==> config.mk <==
export PLATFORM = sky130hd
export DESIGN_NAME = a2l2_reld_seq
export DESIGN_NICKNAME = d
export VERILOG_FILES = /design/src/rtl/a2l2_reld_seq_pkg.sv /design/src/rtl/a2l2_ldq.sv /design/src/rtl/a2l2_reld_seq.sv
export SDC_FILE = /design/constraint.sdc
export NUM_CORES = 1
export LEC_CHECK = 0
export CAP_MARGIN = 10
export CORE_ASPECT_RATIO = 2
export CORE_MARGIN = 4
export CORE_UTILIZATION = 40
export CTS_CLUSTER_DIAMETER = 30
export CTS_CLUSTER_SIZE = 12
export DETAILED_ROUTE_END_ITERATION = 10
export DONT_BUFFER_PORTS = 1
export GPL_ROUTABILITY_DRIVEN = 0
export PLACE_DENSITY = 0.6
export SKIP_CTS_REPAIR_TIMING = 1
export SKIP_LAST_GASP = 1
export SLEW_MARGIN = 30
export SYNTH_ARGS = -nofsm -noshare
export SYNTH_HDL_FRONTEND = slang
export SYNTH_SLANG_ARGS = --single-unit
==> constraint.sdc <==
create_clock -name clk -period 7.99 [get_ports clk]
set_input_delay 1.598 -clock clk [delete_from_list [all_inputs] [get_ports clk]]
set_output_delay 1.598 -clock clk [all_outputs]
set_load 0.02 [all_outputs]
==> src/rtl/a2l2_reld_seq_pkg.sv <==
// a2l2_pkg: shared types and constants for the A2O L2-side load/reload
// sequencer (a2l2_reld_seq) and its load queue (a2l2_ldq).
//   TT_LOAD      - transaction type code of a core load request
//   state_t      - reload sequencer FSM states
//   ldq_entry_t  - one queued load: line+qw address, core tag, inhibited flag
//   beat_t       - quadword / beat index within a 64B line
package a2l2_pkg;

  localparam logic [0:5] TT_LOAD = 6'b001000;

  typedef enum logic [2:0] {
    S_IDLE,
    S_ADDR,
    S_FILL,
    S_PRE,
    S_XFER
  } state_t;

  typedef struct packed {
    logic [22:59] addr;
    logic [0:4]   tag;
    logic         wimg_i;
  } ldq_entry_t;

  typedef logic [0:1] beat_t;

endpackage

==> src/rtl/a2l2_ldq.sv <==
// a2l2_ldq: DEPTH-entry FIFO of pending core loads.
//   clk, reset  - clock, asynchronous active-high reset
//   push        - enqueue push_data (ignored when full unless popping too)
//   push_data   - entry to enqueue
//   pop         - dequeue the head entry (ignored when empty)
//   head        - current oldest entry (valid when !empty)
//   count       - number of occupied entries
//   full, empty - occupancy flags
module a2l2_ldq
  import a2l2_pkg::*;
#(
  parameter  int DEPTH = 4,
  localparam int CW    = $clog2(DEPTH + 1),
  localparam int PW    = (DEPTH > 1) ? $clog2(DEPTH) : 1
) (
  input  logic          clk,
  input  logic          reset,
  input  logic          push,
  input  ldq_entry_t    push_data,
  input  logic          pop,
  output ldq_entry_t    head,
  output logic [CW-1:0] count,
  output logic          full,
  output logic          empty
);

  ldq_entry_t    mem [DEPTH];
  logic [PW-1:0] wr_ptr;
  logic [PW-1:0] rd_ptr;
  logic          do_push;
  logic          do_pop;

  always_comb begin
    empty   = (count == '0);
    full    = (count == CW'(DEPTH));
    do_pop  = pop && !empty;
    do_push = push && (!full || do_pop);
    head    = mem[rd_ptr];
  end

  always_ff @(posedge clk) begin
    if (do_push) mem[wr_ptr] <= push_data;
  end

  always_ff @(posedge clk or posedge reset) begin
    if (reset) begin
      wr_ptr <= '0;
      rd_ptr <= '0;
      count  <= '0;
    end else begin
      if (do_push) wr_ptr <= (wr_ptr == PW'(DEPTH - 1)) ? '0 : wr_ptr + 1'b1;
      if (do_pop)  rd_ptr <= (rd_ptr == PW'(DEPTH - 1)) ? '0 : rd_ptr + 1'b1;
      case ({do_push, do_pop})
        2'b10:   count <= count + 1'b1;
        2'b01:   count <= count - 1'b1;
        default: count <= count;
      endcase
    end
  end

endmodule

==> src/rtl/a2l2_reld_seq.sv <==
// a2l2_reld_seq: queues core loads from the L2 request port, issues them one
// at a time to a simple memory read port, buffers the returned line and
// replays it on the core reload interface (data_coming preamble, crit_qw,
// ld_pop credit return).
//   clk, reset               - core clock, asynchronous active-high reset
//   ac_an_req*               - core request port (only TT_LOAD is accepted)
//   an_ac_req_ld_pop         - one load credit returned (cycle after grant)
//   an_ac_reld_*             - reload interface towards the core
//   mem_rd_req/addr/qw/len4  - memory read request, held until mem_rd_gnt
//   mem_rd_data_vld/data/err - memory return beats
//   ldq_ovf_err              - sticky: load arrived while the queue was full
module a2l2_reld_seq
  import a2l2_pkg::*;
#(
  parameter int LDQ_DEPTH = 4,
  parameter int PRE_CYC   = 2
) (
  input  logic           clk,
  input  logic           reset,
  input  logic           ac_an_req,
  input  logic [22:63]   ac_an_req_ra,
  input  logic [0:5]     ac_an_req_ttype,
  input  logic           ac_an_req_wimg_i,
  input  logic [0:4]     ac_an_req_ld_core_tag,
  output logic           an_ac_req_ld_pop,
  output logic           an_ac_reld_data_coming,
  output logic           an_ac_reld_data_vld,
  output logic [0:4]     an_ac_reld_core_tag,
  output logic [58:59]   an_ac_reld_qw,
  output logic [0:127]   an_ac_reld_data,
  output logic           an_ac_reld_crit_qw,
  output logic           an_ac_reld_ecc_err_ue,
  output logic           mem_rd_req,
  output logic [22:57]   mem_rd_addr,
  output logic [58:59]   mem_rd_qw,
  output logic           mem_rd_len4,
  input  logic           mem_rd_gnt,
  input  logic           mem_rd_data_vld,
  input  logic [0:127]   mem_rd_data,
  input  logic           mem_rd_err,
  output logic           ldq_ovf_err
);

  localparam int CW = $clog2(LDQ_DEPTH + 1);
  localparam int PW = (PRE_CYC > 1) ? $clog2(PRE_CYC) : 1;

  state_t        state;
  ldq_entry_t    push_data;
  ldq_entry_t    q_head;
  logic [CW-1:0] q_count;
  logic          q_full;
  logic          q_empty;
  logic          load_req;
  logic          deq;
  logic          push;
  logic          ovf_set;

  logic [0:127]  line_buf [4];
  logic [0:3]    beat_err;
  beat_t         beat;
  beat_t         nxt_beat;
  beat_t         beat_last;
  beat_t         act_qw;
  logic [0:4]    act_tag;
  logic          act_len4;
  logic [PW-1:0] pre_cnt;

  // Low address bits inside the quadword have no meaning for a line fetch.
  logic          unused_ra_lo;
  assign unused_ra_lo = ^ac_an_req_ra[60:63];

  always_comb begin
    load_req         = ac_an_req && (ac_an_req_ttype == TT_LOAD);
    deq              = (state == S_ADDR) && mem_rd_gnt;
    // A full queue still accepts a load in the cycle its head is dequeued.
    push             = load_req && (!q_full || deq);
    ovf_set          = load_req && (q_count == CW'(LDQ_DEPTH)) && !deq;
    push_data        = '0;
    push_data.addr   = ac_an_req_ra[22:59];
    push_data.tag    = ac_an_req_ld_core_tag;
    push_data.wimg_i = ac_an_req_wimg_i;
    nxt_beat         = beat + 1'b1;
    beat_last        = act_len4 ? 2'b11 : 2'b00;
  end

  a2l2_ldq #(.DEPTH(LDQ_DEPTH)) u_ldq (
    .clk       (clk),
    .reset     (reset),
    .push      (push),
    .push_data (push_data),
    .pop       (deq),
    .head      (q_head),
    .count     (q_count),
    .full      (q_full),
    .empty     (q_empty)
  );

  always_ff @(posedge clk) begin
    if (state == S_FILL && mem_rd_data_vld) line_buf[beat] <= mem_rd_data;
  end

  always_ff @(posedge clk or posedge reset) begin
    if (reset) begin
      state                  <= S_IDLE;
      an_ac_req_ld_pop       <= 1'b0;
      an_ac_reld_data_coming <= 1'b0;
      an_ac_reld_data_vld    <= 1'b0;
      an_ac_reld_core_tag    <= '0;
      an_ac_reld_qw          <= '0;
      an_ac_reld_data        <= '0;
      an_ac_reld_crit_qw     <= 1'b0;
      an_ac_reld_ecc_err_ue  <= 1'b0;
      mem_rd_req             <= 1'b0;
      mem_rd_addr            <= '0;
      mem_rd_qw              <= '0;
      mem_rd_len4            <= 1'b0;
      ldq_ovf_err            <= 1'b0;
      beat_err               <= '0;
      beat                   <= '0;
      act_qw                 <= '0;
      act_tag                <= '0;
      act_len4               <= 1'b0;
      pre_cnt                <= '0;
    end else begin
      an_ac_req_ld_pop       <= deq;
      an_ac_reld_data_coming <= 1'b0;
      if (ovf_set) ldq_ovf_err <= 1'b1;

      case (state)
        S_IDLE: begin
          if (!q_empty) begin
            state       <= S_ADDR;
            mem_rd_req  <= 1'b1;
            mem_rd_addr <= q_head.addr[22:57];
            mem_rd_qw   <= q_head.addr[58:59];
            mem_rd_len4 <= ~q_head.wimg_i;
          end
        end

        S_ADDR: begin
          if (mem_rd_gnt) begin
            state    <= S_FILL;
            mem_rd_req <= 1'b0;
            act_qw   <= mem_rd_qw;
            act_tag  <= q_head.tag;
            act_len4 <= mem_rd_len4;
            beat     <= '0;
            beat_err <= '0;
          end
        end

        S_FILL: begin
          if (mem_rd_data_vld) begin
            beat_err[beat] <= beat_err[beat] | mem_rd_err;
            if (beat == beat_last) begin
              state                  <= S_PRE;
              beat                   <= '0;
              an_ac_reld_data_coming <= 1'b1;
              pre_cnt                <= '0;
            end else begin
              beat <= nxt_beat;
            end
          end
        end

        S_PRE: begin
          if (pre_cnt == PW'(PRE_CYC - 1)) begin
            state                 <= S_XFER;
            an_ac_reld_data_vld   <= 1'b1;
            an_ac_reld_core_tag   <= act_tag;
            an_ac_reld_qw         <= act_qw;
            an_ac_reld_data       <= line_buf[0];
            an_ac_reld_crit_qw    <= 1'b1;
            an_ac_reld_ecc_err_ue <= beat_err[0];
          end else begin
            pre_cnt <= pre_cnt + 1'b1;
          end
        end

        S_XFER: begin
          // beat holds the index currently on the outputs; load the next one.
          if (beat == beat_last) begin
            state                 <= S_IDLE;
            an_ac_reld_data_vld   <= 1'b0;
            an_ac_reld_crit_qw    <= 1'b0;
            an_ac_reld_ecc_err_ue <= 1'b0;
          end else begin
            beat                  <= nxt_beat;
            an_ac_reld_qw         <= act_qw + nxt_beat;
            an_ac_reld_data       <= line_buf[nxt_beat];
            an_ac_reld_crit_qw    <= 1'b0;
            an_ac_reld_ecc_err_ue <= beat_err[nxt_beat];
          end
        end

        default: state <= S_IDLE;
      endcase
    end
  end

endmodule
==> results.ini <==
[run_status]
status=finished, final reports clean

[route]
vias=16290
drc=0
drt_iter0_drc=859
viasPerCell=5.343
wl_per_cell_um=24.38
totalWireLength_um=74300
antenna_left=0
firstDrtPassIters=5

[yosys]
yosys_warnings=0
ys_ff_latch=894
syn_area_sq_mm=0.03344
syn_area_per_cell_sq_um=17.95
synth_flop_cell=edfxtp_1
synth_compound_area_frac=0.06327
synthAdderAreaFrac=0.004715
synth_cell_types=52
muxShareOfSynthArea=0.08730
ys_seq_area_frac=0.7720
syn-num-nets=2063
synth-edff-count=688
synthCells=1863
synth_top_family_by_area=multiplexers
synth_xor_area_frac=0.001048
async_reset_ff_frac=0.2304
synth_simple_gate_area_frac=0.04965

[clock_tree]
cts_root_buf=clkbuf_16
clk_pin_slew_ns=0.06
clk_latency_ns=0.69
h-tree-depth=3
cts_tree=built
clock_path_buffers=3
clock_sinks=894
cts_buffers=107

[floorplanning]
row_count=149
die_area_sq_mm=0.08857
ios=369
start_util=0.4040
die_w_um=212.4
core_area_sq_mm=0.08277
die_h_um=416.9

[layout]
drive_gt1_frac=0.1567
areaGrowthSynthToFinish_pct=13.64
diodes=0
mostFrequentLayoutCells=edfxtp_1 (688), dfrtp_1 (203), nand2_1 (156), mux2i_1 (133)
mostFrequentLayoutCell=edfxtp_1
n_fill_cell=7120
nNetsFinal=2098
final_util=0.4591

[sta]
worst_pin_slew_ns=1.020
setup-tns-final_ns=0
min_period_ns=4.040
rsz0062_at_grt=false
setup_viol=0
max_freq_mhz=247.5
final_hold_viol_count=0
period_share=0.5057
clock_skew_ns=0.02838
relSlewSlack=0.3202
drv_slew=0

[grt]
grt_pass1_wl_um=110600
antenna_found_initial=1
grt_pass1_vias=17500
grt_use_total=0.1668
grt_max_degree=110
overflow=0

[worst_setup_path]
reg2reg_from=beat[0]
arrival_ns=4.64
startpoint_type=flip-flop
criticalPathCategory=reg2reg
crit_fanout=54
cp-end-kind=flip-flop
crit_required_ns=8.59
critPathLaunch=beat[0]

[worst_hold_path]
min-delay-start=act_tag[1]
hold_path_class=reg2reg

[power_and_ir_drop]
p_leak_nw=13.04
totalPowerFinal_mw=13.97
power_density_mw_per_mm2=367.8
irDropWorstVdd_v=0.0002371

[place]
portBuffers=0
dp_hpwl_um=43890

[run]
max-cap-violations=0

==> flip-flops by register name, summed over array words and instances (netlist names), 3 cells and up <==
register / flops
an_ac_reld_core_tag: 5
mem_rd_addr: 36
u_ldq.mem: 176
u_ldq.count: 3
act_tag: 5
an_ac_reld_data: 128
beat_err: 4
line_buf: 512
state: 3
==> path summary, 6_finish.rpt <==
kind | cells after the start | endpoint | slack (ns)
worst min register to register | 2 | act_tag[1] | 0.48
worst min-delay path | 2 | act_tag[1] | 0.48
max in group asynchronous | 2 | an_ac_reld_data[124] | 5.85
min in group asynchronous | 1 | an_ac_reld_data[123] | 0.85
worst max-delay path | 8 | an_ac_reld_data[78] | 3.95
worst max register to register | 8 | an_ac_reld_data[78] | 3.95
==> Yosys cell counts (all sizes together) (11+ instances only) <==
cell    count  share of area
o21ai     134          0.020
dfrtp     206           0.15
nand2     156          0.018
inv        13         0.0015
ha         11         0.0041
nor2b     128          0.024
mux2i     133          0.040
a221o     127          0.038
mux4       46          0.031
mux2       49          0.017
edfxtp    688           0.62
buf        48          0.014
clkbuf     57         0.0064
==> worst max-delay path, cell delays in order, from the launching register on <==
cell and delay (ns):
dfrtp_4 0.93, inv_1 0.29, ha_4 0.81, nor2b_4 0.28
buf_4 0.37, buf_4 0.65, a221o_1 0.26, mux2i_1 0.06
o21ai_0 0.16
==> report_power, final <==
part           leakage, nW  total (mW)  internal (mW)  switching (mW)
Combinational         2.64        2.36           1.04            1.32
Sequential            8.70        6.84           5.69            1.15
Clock                 1.70        4.78           2.84            1.94
Total                 13.0        14.0           9.57            4.41
==> per-layer routing <==
metal	part of all wire	wire length, um	vias to the layer above	track usage
li1	-	-	7284	-
met1	0.35	25810	8376	0.1728
met2	0.51	37550	491	0.2859
met3	0.12	8775	132	0.08812
met4	0.029	2150	2	0.06053
met5	0.00017	13	-	0
==> layout make-up <==
class,count,area [sq um],share of cell area
Sequential cell,894,25820,0.6795
Multi-Input combinational cell,851,6924,0.1822
Clock buffer,148,2934,0.07721
Tap cell,1057,1323,0.03480
Clock inverter,54,631.9,0.01663
Timing Repair Buffer,31,310.3,0.008166
Inverter,13,56.30,0.001482
==> metrics by stage <==
stage | worst slack [ns] | cell area (sq um) | cells | hold slack, ns
3_3_place_gp | 3.876 | 34360 | 2843 | 0.4650
4_1_cts | 3.829 | 37970 | 3047 | 0.4813
5_1_grt | 3.632 | 38000 | 3048 | 0.4994
2_1_floorplan | 0.7679 | 33440 | 1863 | 0.4401
3_5_place_dp | 3.839 | 34410 | 2845 | 0.4634
6_report | 3.950 | 38000 | 3048 | 0.4785
==> cell families (layout without fill, tap and decap cells) <==
| group | count (synthesis) | after routing |
|---|---|---|
| buffers and inverters | 118 | 246 |
| adders and majority gates | 12 | 12 |
| and+or+nand+nor | 328 | 328 |
| AOI/OAI and AO/OA | 279 | 279 |
| xor gates and xnor gates | 4 | 4 |
| muxes | 228 | 228 |
| DFF | 894 | 894 |
Note: power is estimated with default switching activity, not from simulation.
==> edit 1 (config.mk and constraints unchanged) <==
`LDQ_DEPTH`: 4 -> 8.
--- a/src/rtl/a2l2_reld_seq.sv
+++ b/src/rtl/a2l2_reld_seq.sv
@@ -12,7 +12,7 @@
 module a2l2_reld_seq
   import a2l2_pkg::*;
 #(
-  parameter int LDQ_DEPTH = 4,
+  parameter int LDQ_DEPTH = 8,
   parameter int PRE_CYC   = 2
 ) (
   input  logic           clk,
Function: no difference found for any inputs over 4 cycles, from zero or initial values and one cycle with reset high; that may be too few to reach the edited logic, so the function may still have changed.
==> edit 1 against the unedited design <==
Worst setup slack got worse by 0.061 ns. Largest power group unchanged. Power rose by 23%. Utilization grew 0.062 points. Final area is 23% higher. Synthesized area up 22%. Sequential cell count up 179. Sequential power grew 17%. Sequential share of layout area shrank 1.0 points. Wire length is 21% higher.
==> edit 1: results (changes against the unedited design) <==
[critical_path] Worst Path Max Fanout 59 [+9.3%]
[cts] clock edge transition at the registers on the reported setup and hold paths 0.06 ns [about the same]
[synthesis] number of distinct library cells after synthesis 47 [-9.6%]
[hold_path] endpoint of the worst hold-timing path u_ldq.count[3]
[hold_path] launch instance of the worst min-delay path u_ldq.count[3]
[synthesis] list of most frequent post-synthesis cells 864 x sky130_fd_sc_hd__edfxtp_1, 305 x sky130_fd_sc_hd__mux2i_1, 209 x sky130_fd_sc_hd__dfrtp_1
[cts] number of buffers inserted during clock tree synthesis 132 [+23%]
[global_route] vias in the first global route 20967 [+20%]
[global_route] global-route wire length before repair 133000 um [+20%]
[cts] worst skew pair latency 0.72 ns [+0.03 ns]
[place] Post-DP HPWL 51400 um [+17%]
[layout] final net count 2441 [+16%]
[synthesis] ranking of synthesized cells by area sky130_fd_sc_hd__edfxtp_1 63%, sky130_fd_sc_hd__dfrtp_1 13%, sky130_fd_sc_hd__mux2i_1 7.5%, sky130_fd_sc_hd__mux4_2 5.0%, sky130_fd_sc_hd__a221o_1 3.1%
[sta] Fin Clk Skew 0.0282 ns [-0.000156 ns]
[layout] final antenna diode count 0 [unchanged]
[drt] post-DR wirelength/cell 24.4 um [about the same]
[drt] length of the first detailed-routing pass in iterations 5 [unchanged]
[pwr] maximum ir drop on the vdd rail 0.239 mV [+0.81%]
[drt] initial detailed-routing violation count 1102 [+28%]
[hold_path] cell depth of the worst min-delay path 1 [-1]
[critical_path] reg-to-reg setup timing slack 3.89 ns [-0.06 ns]
[sta] hold slack final 0.489 ns [+0.0102 ns]
[cts] root buf cell sky130_fd_sc_hd__clkbuf_16
[critical_path] worst path arrival time 4.73 ns [+0.09 ns]
[synthesis] net count of the mapped netlist 2386 [+16%]
[pwr] internal power of the cells 11.7 mW [+23%]
[outcome] status finished clean
[global_route] GRT Util Overall 16.5% [-0.19 points]
[cts] H-tree Lvls 4 [+1]
[flow_run] Maximum Capacitance Violations 0 [unchanged]
[synthesis] sequential cell area fraction in the yosys report 76.2% [-0.99 points]
[layout] largest registers line_buf x512, u_ldq.mem x352, an_ac_reld_data x128
[pwr] static power due to leakage 15.9 nW [+22%]
[layout] layout cell share with drive strength beyond 1 16.0% [+0.31 points]
[synthesis] async set-reset flop share out of synthesis 19.5% [-3.6 points]
[synthesis] number of flops mapped to enable cells by yosys 864 [+26%]
[synthesis] Yosys warning count 0 [unchanged]
[critical_path] cell with the largest stage delay on the worst path sky130_fd_sc_hd__buf_4
[drt] Vias 19376 [+19%]
[sta] worst slew margin relative to its limit 26.5% [-5.5 points]
[critical_path] Top Family by Delay on Critical Path buffers and inverters
[critical_path] endpoint of the worst setup timing path an_ac_reld_data[115]
[hold_path] worst hold path class reg -> reg
[critical_path] crit-path max cell delay 0.81 ns [-0.12 ns]
[global_route] pin count of the biggest net entering global routing 117 [+6.4%]
edit 1: changes by cell type after synthesis, sizes merged, moves of 9 or more:
| cell | before | now |
|---|---|---|
| o21ai | 134 | 50 |
| mux2i | 133 | 305 |
| a21oi | 3 | 14 |
| inv | 13 | 136 |
| nand2 | 156 | 53 |
| mux2 | 49 | 18 |
| mux4 | 46 | 90 |
| buf | 48 | 57 |
| edfxtp | 688 | 864 |
edit 1: metal layers:
metal  global-route usage [%]  share of wire, %  up-vias
met5                        0                 0        -
met4                     5.21               2.0        0
met3                     9.26                13      130
met2                     26.6                48      654
met1                     18.6                37    10015
li1                         -                 -     8577
edit 1: logic make-up (layout without fill, tap and decap cells):
family	count (synthesis)	after routing	share of synthesized area (%)
DFF	1073	1073	76.2
muxes	413	413	12.9
buffers and inverters	250	411	3.03
and+or+nand+nor	232	232	3.26
AOI/OAI and AO/OA	199	199	4.07
adders and majority gates	12	12	0.367
xor gates and xnor gates	7	7	0.150
edit 1: worst register-to-register path, stage by stage, from the launching register on:
cell and delay, ns:
sky130_fd_sc_hd__dfrtp_4 0.63, sky130_fd_sc_hd__inv_1 0.20, sky130_fd_sc_hd__ha_4 0.51, sky130_fd_sc_hd__nor2b_4 0.47, sky130_fd_sc_hd__buf_4 0.72, sky130_fd_sc_hd__buf_4 0.85, sky130_fd_sc_hd__a221o_1 0.36, sky130_fd_sc_hd__mux2i_1 0.08
sky130_fd_sc_hd__mux2i_1 0.20
edit 1: power groups by stage:
stage          Combinational, mW  Clock (mW)  Sequential (mW)
2_1_floorplan               2.83           0             7.74
3_3_place_gp                3.30           0             8.18
3_5_place_dp                3.47           0             8.16
4_1_cts                     3.48        5.86             8.05
5_1_grt                     3.77        6.12             8.15
6_report                    3.43        5.73             8.03
edit 1: metrics by stage:
stage	area (um2)	power [mW]	util [%]	instances	setup slack (ns)
floorplan	40900	10.6	-	2186	0.504
global placement	42200	11.5	41.6	3440	3.39
detailed placement	42200	11.6	41.7	3441	3.32
CTS	46500	17.4	45.9	3681	3.29
global route	46600	18.0	46.0	3683	3.66
finish	46600	17.2	46.0	3683	3.89
edit 1: cell type report:
cell class / instances / area [um2]
clock buffer: 179 / 3650
clock inverter: 61 / 634
fill: 8532 / 54800
inverter: 136 / 518
multi-input combinational: 863 / 8590
sequential: 1073 / 31200
tap: 1336 / 1670
timing repair buffer: 35 / 350
==> edit 2 (config.mk and constraints unchanged) <==
Made on the original files. Re-encode `state_t` (5 states) as one-hot, 5 bits wide.
--- a/src/rtl/a2l2_reld_seq_pkg.sv
+++ b/src/rtl/a2l2_reld_seq_pkg.sv
@@ -8,12 +8,12 @@
 
   localparam logic [0:5] TT_LOAD = 6'b001000;
 
-  typedef enum logic [2:0] {
-    S_IDLE,
-    S_ADDR,
-    S_FILL,
-    S_PRE,
-    S_XFER
+  typedef enum logic [4:0] {
+    S_IDLE = 5'b00001,
+    S_ADDR = 5'b00010,
+    S_FILL = 5'b00100,
+    S_PRE  = 5'b01000,
+    S_XFER = 5'b10000
   } state_t;
 
   typedef struct packed {
Formal check against the unedited RTL: same outputs for any inputs over 4 cycles, from zero or initial values and one cycle with reset high; so few cycles prove little.
==> edit 2 against the unedited design <==
Combinational power down 41%. Non-clock buffer count up 1. Fmax up 1.2%. Wire length up 5.7%. Worst setup slack better by 0.046 ns. Via count up 0.68%. Sequential power down 9.1%. Synthesized area up 0.75%. Final area up 1.1%. Power down 11%. Die area up 0.73%. Sequential cell count up 2. Critical endpoint is now an_ac_reld_data[71]. Largest cell class unchanged. Largest power group unchanged. Highest routed layer is now met4.
==> edit 2: results (changes against the unedited design) <==
[outcome] status finished clean
[hold_path] launch instance of the worst min-delay path act_tag[4]
[global_route] antenna violations before repair 3 [+2]
[layout] layout cell share with drive strength beyond 1 30.7% [+15 points]
[synthesis] fraction of synthesized area in multiplexers 13.7% [+5.0 points]
[layout] relative area of clock buffers and inverters in the final design 9.08% [-0.30 points]
[synthesis] synthesized-area fraction occupied by xor and xnor cells 0.156% [+0.051 points]
[pwr] maximum ir drop on the vdd rail 0.244 mV [+2.7%]
[layout] Register Area 0.0259 mm2 [+0.20%]
[layout] #MultiIn Comb 728 [-14%]
[synthesis] ranking of synthesized cells by area sky130_fd_sc_hd__edfxtp_1 61%, sky130_fd_sc_hd__dfrtp_1 15%, sky130_fd_sc_hd__mux2_2 10%, sky130_fd_sc_hd__a2bb2oi_1 3.3%, sky130_fd_sc_hd__mux4_2 3.1%
[cts] worst skew pair latency 0.67 ns [-0.02 ns]
[place] Post-DP HPWL 43900 um [about the same]
[drt] Vias 16395 [+0.68%]
[synthesis] adder-cell share of the synthesized area 0.468% [-0.0035 points]
[layout] fill cell instance count of the final layout 6963 [-2.2%]
[critical_path] Worst Path Max Fanout 118 [+120%]
[global_route] vias in the first global route 18447 [+5.4%]
[hold_path] endpoint of the worst hold-timing path act_tag[4]
[layout] number of clock buffers in the layout 147 [-0.68%]
[sta] Fin Clk Skew 0.0214 ns [-0.00701 ns]
[critical_path] worst path arrival time 4.54 ns [-0.10 ns]
[drt] post-DR wirelength/cell 26.8 um [+10%]
[layout] layout buffering overhead excluding clock cells 0.775% [-0.042 points]
[sta] Worst Slack Setup Final 4.00 ns [+0.0461 ns]
[drt] initial detailed-routing violation count 846 [-1.5%]
[global_route] GRT Util Overall 17.5% [+0.82 points]
[layout] number of flip-flops and latches 896 [+0.22%]
[place] instance area at placement 0.0349 mm2 [+1.5%]
[synthesis] net count of the mapped netlist 1942 [-5.9%]
[hold_path] cell depth of the worst min-delay path 1 [-1]
[layout] multi-input logic portion of the cell area 19.2% [+0.98 points]
[synthesis] average instance area after synthesis 19.3 um2 [+7.8%]
[pwr] Power per Cell Area 322 mW/mm2 [-12%]
[layout] number of non-clock inverters 14 [+1]
[place] Post-Place Worst Slack 3.89 ns [+0.0543 ns]
[sta] hold slack final 0.509 ns [+0.0305 ns]
[layout] final net count 1977 [-5.8%]
[cts] number of buffers inserted during clock tree synthesis 105 [-1.9%]
[layout] area growth from synthesis to layout 14.1%
[place] placed insts 2733 [-3.9%]
[sta] slew at the pin closest to its max-slew limit 1.10 ns [+0.0845 ns]
[drt] length of the first detailed-routing pass in iterations 5 [unchanged]
[global_route] global-route wire length before repair 117000 um [+5.6%]
[pwr] internal power of the cells 9.07 mW [-5.2%]
[synthesis] number of distinct library cells after synthesis 49 [-5.8%]
[cts] H-tree Lvls 3 [unchanged]
[critical_path] endpoint of the worst setup timing path an_ac_reld_data[71]
[synthesis] list of most frequent post-synthesis cells 688 x sky130_fd_sc_hd__edfxtp_1, 313 x sky130_fd_sc_hd__mux2_2, 207 x sky130_fd_sc_hd__dfrtp_1
==> edit 2: cell count changes after synthesis, sizes merged, moves of 5 or more <==
cell     change
a221o      -127
a2bb2oi    +127
and2         -5
clkbuf       -5
mux2       +265
mux2i      -129
nand2      -145
nor2b      -125
nor3         +9
o21ai      -123
o22ai      +129
==> edit 2: cells by family (layout without fill, tap and decap cells) <==
logic type	count (synthesis)	in the layout
xor+xnor	6	6
buf+inv	118	239
compound gates	282	282
flops	896	896
mux	364	364
simple gates	64	64
fa+ha+maj	12	12
==> edit 2: per-layer routing <==
metal	global-route usage (%)	wire [um]	vias to the layer above
li1	-	-	7076
met1	17.9	26700	8623
met2	29.9	39400	539
met3	9.30	9660	157
met4	6.89	2820	0
met5	0	0	-
==> edit 2: critical path, delay by kind of cell (launching register included) <==
kind            cells  cell delay (ns)
compound gates      1             0.50
buf+inv             2             1.38
flops               1             0.78
mux                 1             0.41
simple gates        2             0.59
